### config.mk
export PLATFORM = sky130hd
export DESIGN_NAME = shiftreg8_ctrl
export DESIGN_NICKNAME = d
export VERILOG_FILES = /design/src/rtl/shiftreg8_ctrl.sv
export SDC_FILE = /design/constraint.sdc
export NUM_CORES = 1
export LEC_CHECK = 0
export BUFFER_PORTS_ARGS = -buffer_cell sky130_fd_sc_hd__buf_4
export CAP_MARGIN = 20
export CORE_MARGIN = 2
export CORE_UTILIZATION = 50
export CTS_CLUSTER_SIZE = 14
export DETAILED_ROUTE_END_ITERATION = 12
export PLACE_DENSITY = 0.73
export SYNTH_ARGS = -nofsm -noshare
export SYNTH_HDL_FRONTEND = slang
export SYNTH_SLANG_ARGS = --single-unit
### constraint.sdc
create_clock -name clk -period 2.74 [get_ports clk]
set_clock_uncertainty 0.05 [all_clocks]
set_input_delay 0.274 -clock clk [delete_from_list [all_inputs] [get_ports clk]]
set_output_delay 0.274 -clock clk [all_outputs]
set_load 0.01 [all_outputs]
### src/rtl/shiftreg8_ctrl.sv
// Delay line with a selectable depth of 0..3 stages and valid/ready flow control.
// A depth change drains the in-flight samples, then switches depth in one SWITCH cycle.
module shiftreg8_ctrl #(
  parameter logic [1:0] RESET_SEL = 2'd0
) (
  input  logic        clk,
  input  logic        rst_n,
  input  logic        in_valid,
  input  logic [7:0]  in_data,
  output logic        in_ready,
  output logic        out_valid,
  output logic [7:0]  out_data,
  input  logic        out_ready,
  input  logic        cfg_valid,
  input  logic [1:0]  cfg_sel,
  output logic        cfg_ready,
  output logic [1:0]  cur_sel,
  output logic        busy,
  output logic [15:0] out_count
);

  typedef enum logic [1:0] {RUN, DRAIN, SWITCH} state_e;

  state_e          state_q, state_d;
  logic [1:0]      cur_sel_q, cur_sel_d;
  logic [1:0]      pend_sel_q, pend_sel_d;
  logic [2:0][7:0] s_q, s_d;
  logic [2:0]      v_q, v_d;
  logic [15:0]     cnt_q, cnt_d;

  logic       bypass;
  logic       vk;
  logic [7:0] sk;
  logic       tail_busy;
  logic       adv;

  // Tap selection: stage k is the output stage; tail_busy covers v1..vk only.
  always_comb begin
    vk        = 1'b0;
    sk        = '0;
    tail_busy = 1'b0;
    case (cur_sel_q)
      2'd1: begin vk = v_q[0]; sk = s_q[0]; tail_busy = v_q[0];      end
      2'd2: begin vk = v_q[1]; sk = s_q[1]; tail_busy = |v_q[1:0];   end
      2'd3: begin vk = v_q[2]; sk = s_q[2]; tail_busy = |v_q;        end
      default: ;
    endcase
    bypass = (cur_sel_q == 2'd0);
    adv    = !vk || out_ready;
  end

  always_comb begin
    busy      = (state_q != RUN);
    cfg_ready = (state_q == RUN);
    cur_sel   = cur_sel_q;
    out_count = cnt_q;
    if (bypass) begin
      out_valid = (state_q == RUN) && in_valid;
      out_data  = in_data;
      in_ready  = (state_q == RUN) && out_ready;
    end else begin
      out_valid = (state_q != SWITCH) && vk;
      out_data  = sk;
      in_ready  = (state_q == RUN) && adv;
    end
  end

  always_comb begin
    state_d    = state_q;
    cur_sel_d  = cur_sel_q;
    pend_sel_d = pend_sel_q;
    s_d        = s_q;
    v_d        = v_q;
    cnt_d      = cnt_q + 16'(out_valid && out_ready);

    if (!bypass && state_q != SWITCH && adv) begin
      s_d = {s_q[1], s_q[0], in_data};
      v_d = {v_q[1:0], in_valid && in_ready};
    end

    case (state_q)
      RUN: begin
        if (cfg_valid && cfg_sel != cur_sel_q) begin
          pend_sel_d = cfg_sel;
          state_d    = DRAIN;
        end
      end
      DRAIN: begin
        if (!tail_busy) state_d = SWITCH;
      end
      SWITCH: begin
        cur_sel_d = pend_sel_q;
        v_d       = '0;
        state_d   = RUN;
      end
      default: state_d = RUN;
    endcase
  end

  always_ff @(posedge clk or negedge rst_n) begin
    if (!rst_n) begin
      state_q    <= RUN;
      cur_sel_q  <= RESET_SEL;
      pend_sel_q <= '0;
      s_q        <= '0;
      v_q        <= '0;
      cnt_q      <= '0;
    end else begin
      state_q    <= state_d;
      cur_sel_q  <= cur_sel_d;
      pend_sel_q <= pend_sel_d;
      s_q        <= s_d;
      v_q        <= v_d;
      cnt_q      <= cnt_d;
    end
  end

endmodule

* After elaboration in Yosys (flattened, before gate mapping) *
Index checks and enable logic that the tools add are counted.

storage, ports and cells
  output and inout port bits = 30
  input port bits = 15
  register bits after elaboration = 49

operators by class
  add/subtract/negate cells = 1
  reductions and logical operators = 20
  equality and inequality tests = 9
  muxes and demuxes = 11

operators by type and width
  kind                                                   count
  one-hot mux 8 bit (3 select lines)                     1
  adder 16 x 1 -> 16 bit                                 1
  logical AND 1 bit                                      9
  two-way mux 8 bit                                      1
  equality test 2 bit, second input constant             3
  two-way mux 3 bit                                      2
  one-hot mux 1 bit (3 select lines)                     2
  equality test 2 x 1 -> 1 bit, second input constant    2
  logical NOT 2 bit                                      2
  two-way mux 2 bit                                      2
  inequality test 2 bit, second input constant           2
  one-hot mux 2 bit (2 select lines)                     1
  AND reduction 2 bit                                    2
  nonzero test 2 bit                                     2
  OR reduction 3 bit                                     1
  logical NOT 1 bit                                      2
  two-way mux 1 bit                                      2
  inequality test 2 x 1 -> 1 bit, second input constant  1
  inequality test 2 bit                                  1
  OR reduction 2 bit                                     1
  logical OR 1 bit                                       1

* Logic depth before layout (Yosys ltp) *
Gate-level depths: netlist of the first run.

  depth after elaboration = 9
  mapped depth = 10
  mapped depth without buffers = 9

* Least setup slack after synthesis of the first run *
Ideal clock, no wire load.

  kind = register -> register
  from = register cur_sel_q[1] (netlist: cur_sel[1])
  to = register cnt_q[10] (netlist: out_count[10])
  clock period less this slack = 2.277 ns
  arrival time = 2.105 ns
  cell stages (with the launch flop) = 10
  path buffers = 2
  data required time = 2.567 ns
  slack = 0.463 ns
  cell sequence = dfrtp_1 buf_4 clkbuf_1 nand3_1 and4_1 ha_1 ha_1 and2_0 nor2b_1 xnor2_1

between the ends
  cells in the longest elaborated chain, start to end = 6

RTL lines
  what                                                                        line  RTL
  from (decl)                                                                 25    logic [1:0] cur_sel_q, cur_sel_d;
  from (signal assigned)                                                      110   cur_sel_q <= cur_sel_d;
  equality test 2 bit / equality test 2 x 1 -> 1 bit (equally long branches)  42    case (cur_sel_q)
  one-hot mux 1 bit (3 select lines)                                          42
  logical AND 1 bit                                                           62    out_valid = (state_q != SWITCH) && vk;
  two-way mux 1 bit *                                                         57    if (bypass) begin
  logical AND 1 bit *                                                         74    cnt_d = cnt_q + 16'(out_valid && out_ready);
  adder 16 x 1 -> 16 bit *                                                    74
  via cnt_d[10]                                                               29    logic [15:0] cnt_q, cnt_d;
  to (signal assigned)                                                        114   cnt_q <= cnt_d;
  to (decl)                                                                   29

The timed path passes the listed nets; every way through them passes the cells marked *.
A chain may end at the register's enable or synchronous reset.

* Final worst setup path of the first run *
  from = register cur_sel_q[0] (netlist: cur_sel[0])
  to = register cnt_q[10] (netlist: out_count[10])

Same word-level chain as after synthesis.

==> metrics.txt, run 1 <==
Post-CTS Resized=0; FFs w/ async S/R, synth=100%; num ports=45; Worst path most repeated cell=ha_1; CP endpoint=out_count[10]; CP top delay family=simple AND/OR/NAND/NOR gates; Internal Power=0.00225 W; status=complete, no violations; cell count along the critical path=8; EDFF count, synth=0; H-tree depth=2; synth warn=0; antenna-violating nets left=0; fill cell count=396; largest net degree at the start of global routing=50; DP Area=2760 um2; CP bufs+invs=1; fin area=2860 um2; Tmin final=2.30 ns; R2R Path Start=cur_sel[0]; Reg2Reg Setup Slack=0.44 ns; slack of the critical path=0.443 ns; period utilization=83.8%; WP data required=2.89 ns; Max Buffers Root-to-Sink=2; final hold vios=0; Inserted Clock Buffers=5; worst hold-check path type=in2reg; crit path from=cur_sel[0]; CP Max Fanout=7; Slew Limit Fails=0; sw power=0.00120 W; DRT Pass-1 Iters=4; Final Non-Filler Cells=279; Post-Synthesis Cell Area=2400 um2; routed vias=1522; cell count of the worst reg-to-reg path=8; clock tree sinks=49; Reg clk slew, reported paths=0.09 ns; Leakage Power=1.35 nW; worst path cell trace=inv_1, or3_1, and4_1, ha_1, ha_1, and2_0, nor2b_1, xnor2_1; Starting Density=51.2%; Placed Instances=270; post-synth net total=191; worst-skew pair later-pin latency=0.30 ns; Combinational Power Share=51.4%; die area=5380 um2; Post-Synthesis Mean Instance Area=13.8 um2; routed len/inst=15.9 um; IO buf count=44; fraction of layout cells with a size suffix above 1=43.6%; Area Growth Syn to Fin=18.8%; Post-CTS Setup Bufs=0; #FFs+latches synth=49; CP max stage cell=dfrtp_1; GP Congestion=0.837; first-pass GRT wire length=7380 um; gr ovfl total=0; Sequential Power Share=36.7%; Die H=73.3 um; max cap viols=0; total routed wirelength=4440 um; gr usage total=18.2%; row count=25; Max stage delay on crit path=0.47 ns; Slew HR=60.2%; Crit Path Class=reg2reg; peak supply drop=620 uV; maximum operating frequency=435 MHz; Crit. End Element=flip-flop; top_reg_cell synth=dfrtp_1; vias per inst=5.46; overall power=0.00345 W; Worst Max-Slew Pin Slew=0.597 ns; Cells after Synth=174; number of global-route vias before repair=1559; setup TNS=0 ns; Yosys cell types=38; switching share of power=34.7%; antenna diode count=0; CTS tree=done; # setup viols final=0; crit path launch type=flip-flop; Worst R2R End=out_count[10]; PD cells=1210 nW/um2; pre-CTS WS=0.441 ns; clock share of power=11.9%; Final #Nets=241; root buf cell=clkbuf_8; Remaining DRCs=0; DR iter-0 viols=64; die width=73.3 um; CP arrival=2.44 ns; RSZ-0062 raised after global routing=false; core area=4690 um2; initial antenna violation count=0; Post-DP HPWL=3150 um; post-synthesis sequential area ratio=51.0%
-- power groups by stage --
stage          clock, W  sequential, W  combinational, W
2_1_floorplan         0        0.00122           0.00137
3_3_place_gp          0        0.00126           0.00175
3_5_place_dp          0        0.00127           0.00179
4_1_cts        0.000422        0.00126           0.00180
5_1_grt        0.000455        0.00131           0.00191
6_report       0.000412        0.00127           0.00177
-- stage by stage --
stage / hold WS (ns) / util, %
after floorplan: -0.0716 / -
after global placement: 0.282 / 58.9
after detailed placement: 0.280 / 58.9
after CTS: 0.147 / 60.9
after global routing: 0.141 / 60.9
final: 0.153 / 60.9
-- registers in the layout (all words and copies together), names as in the netlist --
| name | flops |
|---|---|
| state_q | 2 |
| s_q | 24 |
| pend_sel_q | 2 |
| out_count | 16 |
| cur_sel | 2 |
| v_q | 3 |
-- how the worst min path moves through the flow --
stage | startpoint | to | slack (ns) | depth (start not counted)
finish | in_data[5] | s_q[5] | 0.15 | 2
global route | in_data[1] | s_q[1] | 0.14 | 2
CTS | in_data[5] | s_q[5] | 0.15 | 2
detailed placement | rst_n | s_q[12] | 0.28 | 1
global placement | rst_n | s_q[4] | 0.28 | 1
floorplan | rst_n | cur_sel[0] | -0.07 | 0
-- per-layer routing --
metal | GRT usage, % | up-vias | wire length (um)
li1 | - | 720 | -
met1 | 25.6 | 757 | 2090
met2 | 27.3 | 36 | 2080
met3 | 4.53 | 9 | 180
met4 | 7.27 | 0 | 87
met5 | 0 | - | 0
-- cell usage after synthesis (4+ instances only) --
cell / count / area, um2
dfrtp_1: 49 / 1230
mux2_4: 20 / 300
nand3_1: 10 / 50.1
mux4_2: 8 / 180
xnor2_1: 8 / 70.1
xor2_1: 8 / 70.1
mux2_2: 7 / 78.8
nand2_1: 6 / 22.5
o21ai_0: 6 / 30.0
a21oi_1: 5 / 25.0
inv_1: 5 / 18.8
nand4_1: 4 / 25.0
nor2_1: 4 / 15.0
-- layout by cell type, fill, tap and decap left out, drive strengths merged --
cell type	netlist	layout
dfrtp	49	49
mux2	27	27
or3	1	1
nand2b	3	3
buf	5	48
nor2b	1	1
xor2	8	8
inv	5	5
a31oi	1	1
and3	2	2
nand2	6	6
xnor2	8	8
and2	1	1
nand3	11	11
o221ai	1	1
or2	2	2
nor2	5	5
a21o	2	2
nor3b	1	1
nand4	4	4
a21oi	7	7
clkbuf	1	6
nor4	1	1
and4	2	2
ha	2	2
o21ai	6	6
nor3	3	3
clkinv	0	2
dlygate4sd3	0	1
o31ai	1	1
mux4	8	8
-- kinds of logic (layout without fill, tap and decap cells) --
group	count (synthesis)	in the layout	share of synthesized area, %
buffers and inverters	11	62	3.59
muxes	35	35	23.3
adders and majority gates	2	2	1.04
and+or+nand+nor	43	43	10.7
AOI/OAI and AO/OA	18	18	4.58
DFF	49	49	51.0
xor gates and xnor gates	16	16	5.83
-- final cells by class --
| class | count | area, um2 | share of cell area [%] |
|---|---|---|---|
| well taps | 54 | 67.6 | 2.37 |
| flip-flops and latches | 49 | 1230 | 42.9 |
| clock inverters | 2 | 10.0 | 0.350 |
| multi-input cells | 114 | 1090 | 38.2 |
| clock buffers | 6 | 72.6 | 2.54 |
| inverters | 5 | 18.8 | 0.657 |
| repair buffers | 49 | 370 | 13.0 |
-- repair_timing --
action / CTS / global route
setup endpoints to repair: 0 / 0
endpoints found under the hold margin: 49 / 0
hold buffers: 1 / 0
(Power assumes the default switching activity.)
==> inputs of run 2 (changes only) <==
--- a/config.mk
+++ b/config.mk
@@ -8,10 +8,10 @@
 export BUFFER_PORTS_ARGS = -buffer_cell sky130_fd_sc_hd__buf_4
 export CAP_MARGIN = 20
 export CORE_MARGIN = 2
-export CORE_UTILIZATION = 50
+export CORE_UTILIZATION = 49
 export CTS_CLUSTER_SIZE = 14
 export DETAILED_ROUTE_END_ITERATION = 12
-export PLACE_DENSITY = 0.73
+export PLACE_DENSITY = 0.75
 export SYNTH_ARGS = -nofsm -noshare
 export SYNTH_HDL_FRONTEND = slang
 export SYNTH_SLANG_ARGS = --single-unit
==> constraint.sdc (replaced) <==
create_clock -name clk -period 2.09 [get_ports clk]
set_clock_uncertainty 0.05 [all_clocks]
set_input_delay 0.209 -clock clk [delete_from_list [all_inputs] [get_ports clk]]
set_output_delay 0.209 -clock clk [all_outputs]
set_load 0.01 [all_outputs]
==> metrics.txt, run 2 (same netlist as run 1, synthesis figures left out) <==
final hold vios=0; largest net degree at the start of global routing=50; Starting Density=50.9%; root buf cell=clkbuf_8; Inserted Clock Buffers=5; slack of the critical path=0.102 ns; PD cells=1580 nW/um2; CP bufs+invs=1; antenna diode count=0; status=complete, no violations; max cap viols=0; Leakage Power=1.38 nW; # setup viols final=0; Final #Nets=247; crit path launch type=flip-flop; CP max stage cell=dfrtp_1; worst path cell trace=inv_2, or3_4, and4_1, ha_2, ha_2, and2_4, nor2b_1, xnor2_1; Max Buffers Root-to-Sink=2; CTS tree=done; Reg clk slew, reported paths=0.09 ns; DRT Pass-1 Iters=4; Post-DP HPWL=3090 um; Post-CTS Setup Bufs=0; Area Growth Syn to Fin=23.0%; maximum operating frequency=503 MHz; worst hold-check path type=in2reg; total routed wirelength=4480 um; Slew HR=60.0%; worst-skew pair later-pin latency=0.30 ns; fraction of layout cells with a size suffix above 1=47.8%; core area=4720 um2; hold slack final=0.0890 ns; Max stage delay on crit path=0.42 ns; Worst path most repeated cell=ha_2; Largest register FFs=24; setup TNS=0 ns; Die H=74.0 um; gr usage total=18.0%; Crit Path Class=reg2reg; Remaining DRCs=0; DR iter-0 viols=136; number of global-route vias before repair=1543; RSZ-0062 raised after global routing=false; CP Max Fanout=5; die area=5480 um2; num ports=45; Crit. End Element=flip-flop; Slew Limit Fails=0; CP arrival=2.13 ns; peak supply drop=821 uV; antenna-violating nets left=0; row count=25; gr ovfl total=0; Biggest register=s_q; clock tree sinks=49; most frequent cells in the layout=53 x buf_4, 49 x dfrtp_1, 20 x mux2_4, 10 x nand3_1; Tmin final=1.99 ns; routed vias=1571; vias per inst=5.29; routed len/inst=15.1 um; die width=74.0 um; WP data required=2.23 ns; pre-CTS WS=0.101 ns; IO buf count=44; most common cell after layout, fill and taps aside=buf_4; first-pass GRT wire length=7320 um; Worst Max-Slew Pin Slew=0.600 ns; CP top delay family=simple AND/OR/NAND/NOR gates; H-tree depth=2; GP Congestion=0.746; initial antenna violation count=0; period utilization=95.1%
## run 2: changes by cell type in the layout (fill, tap and decap cells not counted), sizes merged
| cell | delta |
|---|---|
| buf | +6 |
| clkinv | -2 |
| clkinvlp | +1 |
## run 2: repair_timing
item                       4_1_cts  5_1_grt
resized for setup                0        3
hold buffers                     1        0
setup endpoints to repair        0        2
hold endpoints to repair        49        0
## run 2: final timing paths
path                       depth (start not counted)            end  slack, ns          start
hold / removal                                     2         s_q[4]       0.09     in_data[4]
setup / recovery                                   8  out_count[10]       0.10     cur_sel[0]
max in group asynchronous                          2     state_q[0]       1.17          rst_n
min in group asynchronous                          2        s_q[12]       0.40          rst_n
hold reg to reg                                    1  out_count[15]       0.44  out_count[15]
setup reg to reg                                   8  out_count[10]       0.10     cur_sel[0]
## run 2: layout make-up
| class | count | area, um2 |
|---|---|---|
| fillers | 375 | 1770 |
| flip-flops and latches | 49 | 1230 |
| clock inverters | 1 | 7.51 |
| multi-input cells | 114 | 1110 |
| inverters | 5 | 18.8 |
| clock buffers | 6 | 82.6 |
| repair buffers | 55 | 428 |
| well taps | 67 | 83.8 |
## run 2: where the power goes
part | internal, W | total [W] | switching, W
clock network | 0.000262 | 0.000560 | 0.000298
logic | 0.00150 | 0.00246 | 0.000968
registers | 0.00134 | 0.00165 | 0.000309
## run 2: per-stage QoR
step	util (%)	cells	power, W	area [um2]
floorplan	-	174	0.00341	2410
global placement	60.2	289	0.00407	2850
detailed placement	60.2	289	0.00413	2850
CTS	62.4	297	0.00471	2950
global route	62.6	297	0.00499	2960
finish	62.6	297	0.00467	2960
## run 2: routing by layer
layer | routed length (um) | track usage [%] | part of all wire, % | vias to the layer above
met4 | 93 | 7.47 | 2.1 | 0
li1 | - | - | - | 737
met3 | 197 | 4.20 | 4.4 | 9
met2 | 2090 | 27.6 | 47 | 43
met1 | 2090 | 24.8 | 47 | 782
met5 | 0 | 0 | 0 | -
==> inputs of run 3 (changes only) <==
==> constraint.sdc (replaced) <==
create_clock -name clk -period 2.09 [get_ports clk]
set_clock_uncertainty 0.05 [all_clocks]
set_input_delay 0.1045 -clock clk [delete_from_list [all_inputs] [get_ports clk]]
set_output_delay 0.1045 -clock clk [all_outputs]
set_load 0.01 [all_outputs]
==> metrics.txt, run 3 (same netlist as run 1, synthesis figures left out) <==
status=complete, no violations; Tmin final=1.99 ns; antenna-violating nets left=0; row count=25; Worst path most repeated cell=ha_2; clock tree sinks=49; IO buf count=44; WP data required=2.23 ns; Placed Instances=289; CP Max Fanout=5; fraction of layout cells with a size suffix above 1=45.8%; RSZ-0062 raised after global routing=false; Worst Max-Slew Pin Slew=0.604 ns; Reg2Reg Setup Slack=0.10 ns; Max stage delay on crit path=0.42 ns; Leakage Power=1.42 nW; worst hold-check path type=in2reg; period utilization=95.1%; fill cell count=367; Slew Limit Fails=0; largest net degree at the start of global routing=50; H-tree depth=2; routed vias=1614; Post-DP HPWL=3090 um; PD cells=1530 nW/um2; antenna diode count=0; Biggest register=s_q; maximum operating frequency=503 MHz; CP max stage cell=dfrtp_1; # setup viols final=0; core area=4720 um2; gr usage total=18.9%; Largest register FFs=24; worst-skew pair later-pin latency=0.30 ns; DRT Pass-1 Iters=4; Final Util=64.7%; vias per inst=5.26; routed len/inst=15.3 um; overall power=0.00469 W; gr ovfl total=0; Slew HR=59.7%; num ports=45; initial antenna violation count=0; most common cell after layout, fill and taps aside=buf_4; Hold Path Depth=3; die area=5480 um2; final hold vios=0; die width=74.0 um; max cap viols=0; first-pass GRT wire length=7690 um; CTS tree=done; Reg clk slew, reported paths=0.08 ns; total routed wirelength=4700 um; cell count of the worst reg-to-reg path=8; fin area=3060 um2; Final #Nets=257; CP arrival=2.13 ns; Starting Density=50.9%; Final Non-Filler Cells=307; Remaining DRCs=0; root buf cell=clkbuf_8; most frequent cells in the layout=53 x buf_4, 49 x dfrtp_1, 20 x mux2_4, 11 x dlygate4sd3_1, 10 x nand3_1; peak supply drop=860 uV; Die H=74.0 um; number of global-route vias before repair=1636; Area Growth Syn to Fin=27.2%; DP Area=2850 um2; DR iter-0 viols=123; worst path cell trace=inv_2, or3_4, and4_1, ha_2, ha_2, and2_4, nor2b_1, xnor2_1; Crit Path Class=reg2reg; Inserted Clock Buffers=5; GP Congestion=0.746; Max Buffers Root-to-Sink=2; crit path launch type=flip-flop; setup TNS=0 ns; Crit. End Element=flip-flop
-- run 3: path summary, 6_finish.rpt --
path	from	to
min in group asynchronous	rst_n	s_q[4]
hold reg to reg	out_count[15]	out_count[15]
hold / removal	in_valid	v_q[0]
setup reg to reg	cur_sel[0]	out_count[10]
setup / recovery	cur_sel[0]	out_count[10]
max in group asynchronous	rst_n	state_q[0]
-- run 3: routing by layer --
| layer | track usage, % | vias to the layer above | wire length [um] |
|---|---|---|---|
| met5 | 0 | - | 0 |
| li1 | - | 756 | - |
| met4 | 8.48 | 0 | 109 |
| met1 | 25.3 | 800 | 2160 |
| met2 | 29.7 | 47 | 2240 |
| met3 | 4.34 | 11 | 194 |
-- run 3: cell type report --
class | count | area (um2) | share of cell area (%)
inverters | 5 | 18.8 | 0.614
flip-flops and latches | 49 | 1230 | 40.1
well taps | 67 | 83.8 | 2.74
clock inverters | 1 | 7.51 | 0.246
repair buffers | 65 | 528 | 17.3
multi-input cells | 114 | 1110 | 36.3
clock buffers | 6 | 82.6 | 2.70
-- run 3: where the power goes --
group	total (W)	leakage (nW)	switching [W]	internal (W)
logic	0.00248	0.774	0.000975	0.00151
registers	0.00164	0.605	0.000309	0.00134
clock network	0.000560	0.0433	0.000298	0.000262
total	0.00469	1.42	0.00158	0.00311
-- run 3: what timing repair did --
action | 4_1_cts | 5_1_grt
resized for setup | 0 | 3
hold buffers | 11 | 0
endpoints found under the hold margin | 59 | 0
setup buffers | 0 | 0
setup endpoints to repair | 0 | 2
-- run 3: metrics by stage --
step | hold slack, ns | setup slack [ns]
CTS | 0.0618 | 0.0903
global route | 0.0838 | 0.0119
detailed placement | 0.108 | 0.101
floorplan | -0.241 | 0.00385
global placement | 0.105 | 0.161
finish | 0.0767 | 0.102
-- run 3: worst max-delay path, delay by kind of cell, from the launching register on --
kind | cells | cell delay (ns)
xor+xnor | 1 | 0.12
fa+ha+maj | 2 | 0.38
buf+inv | 1 | 0.06
flops | 1 | 0.42
simple gates | 4 | 0.84
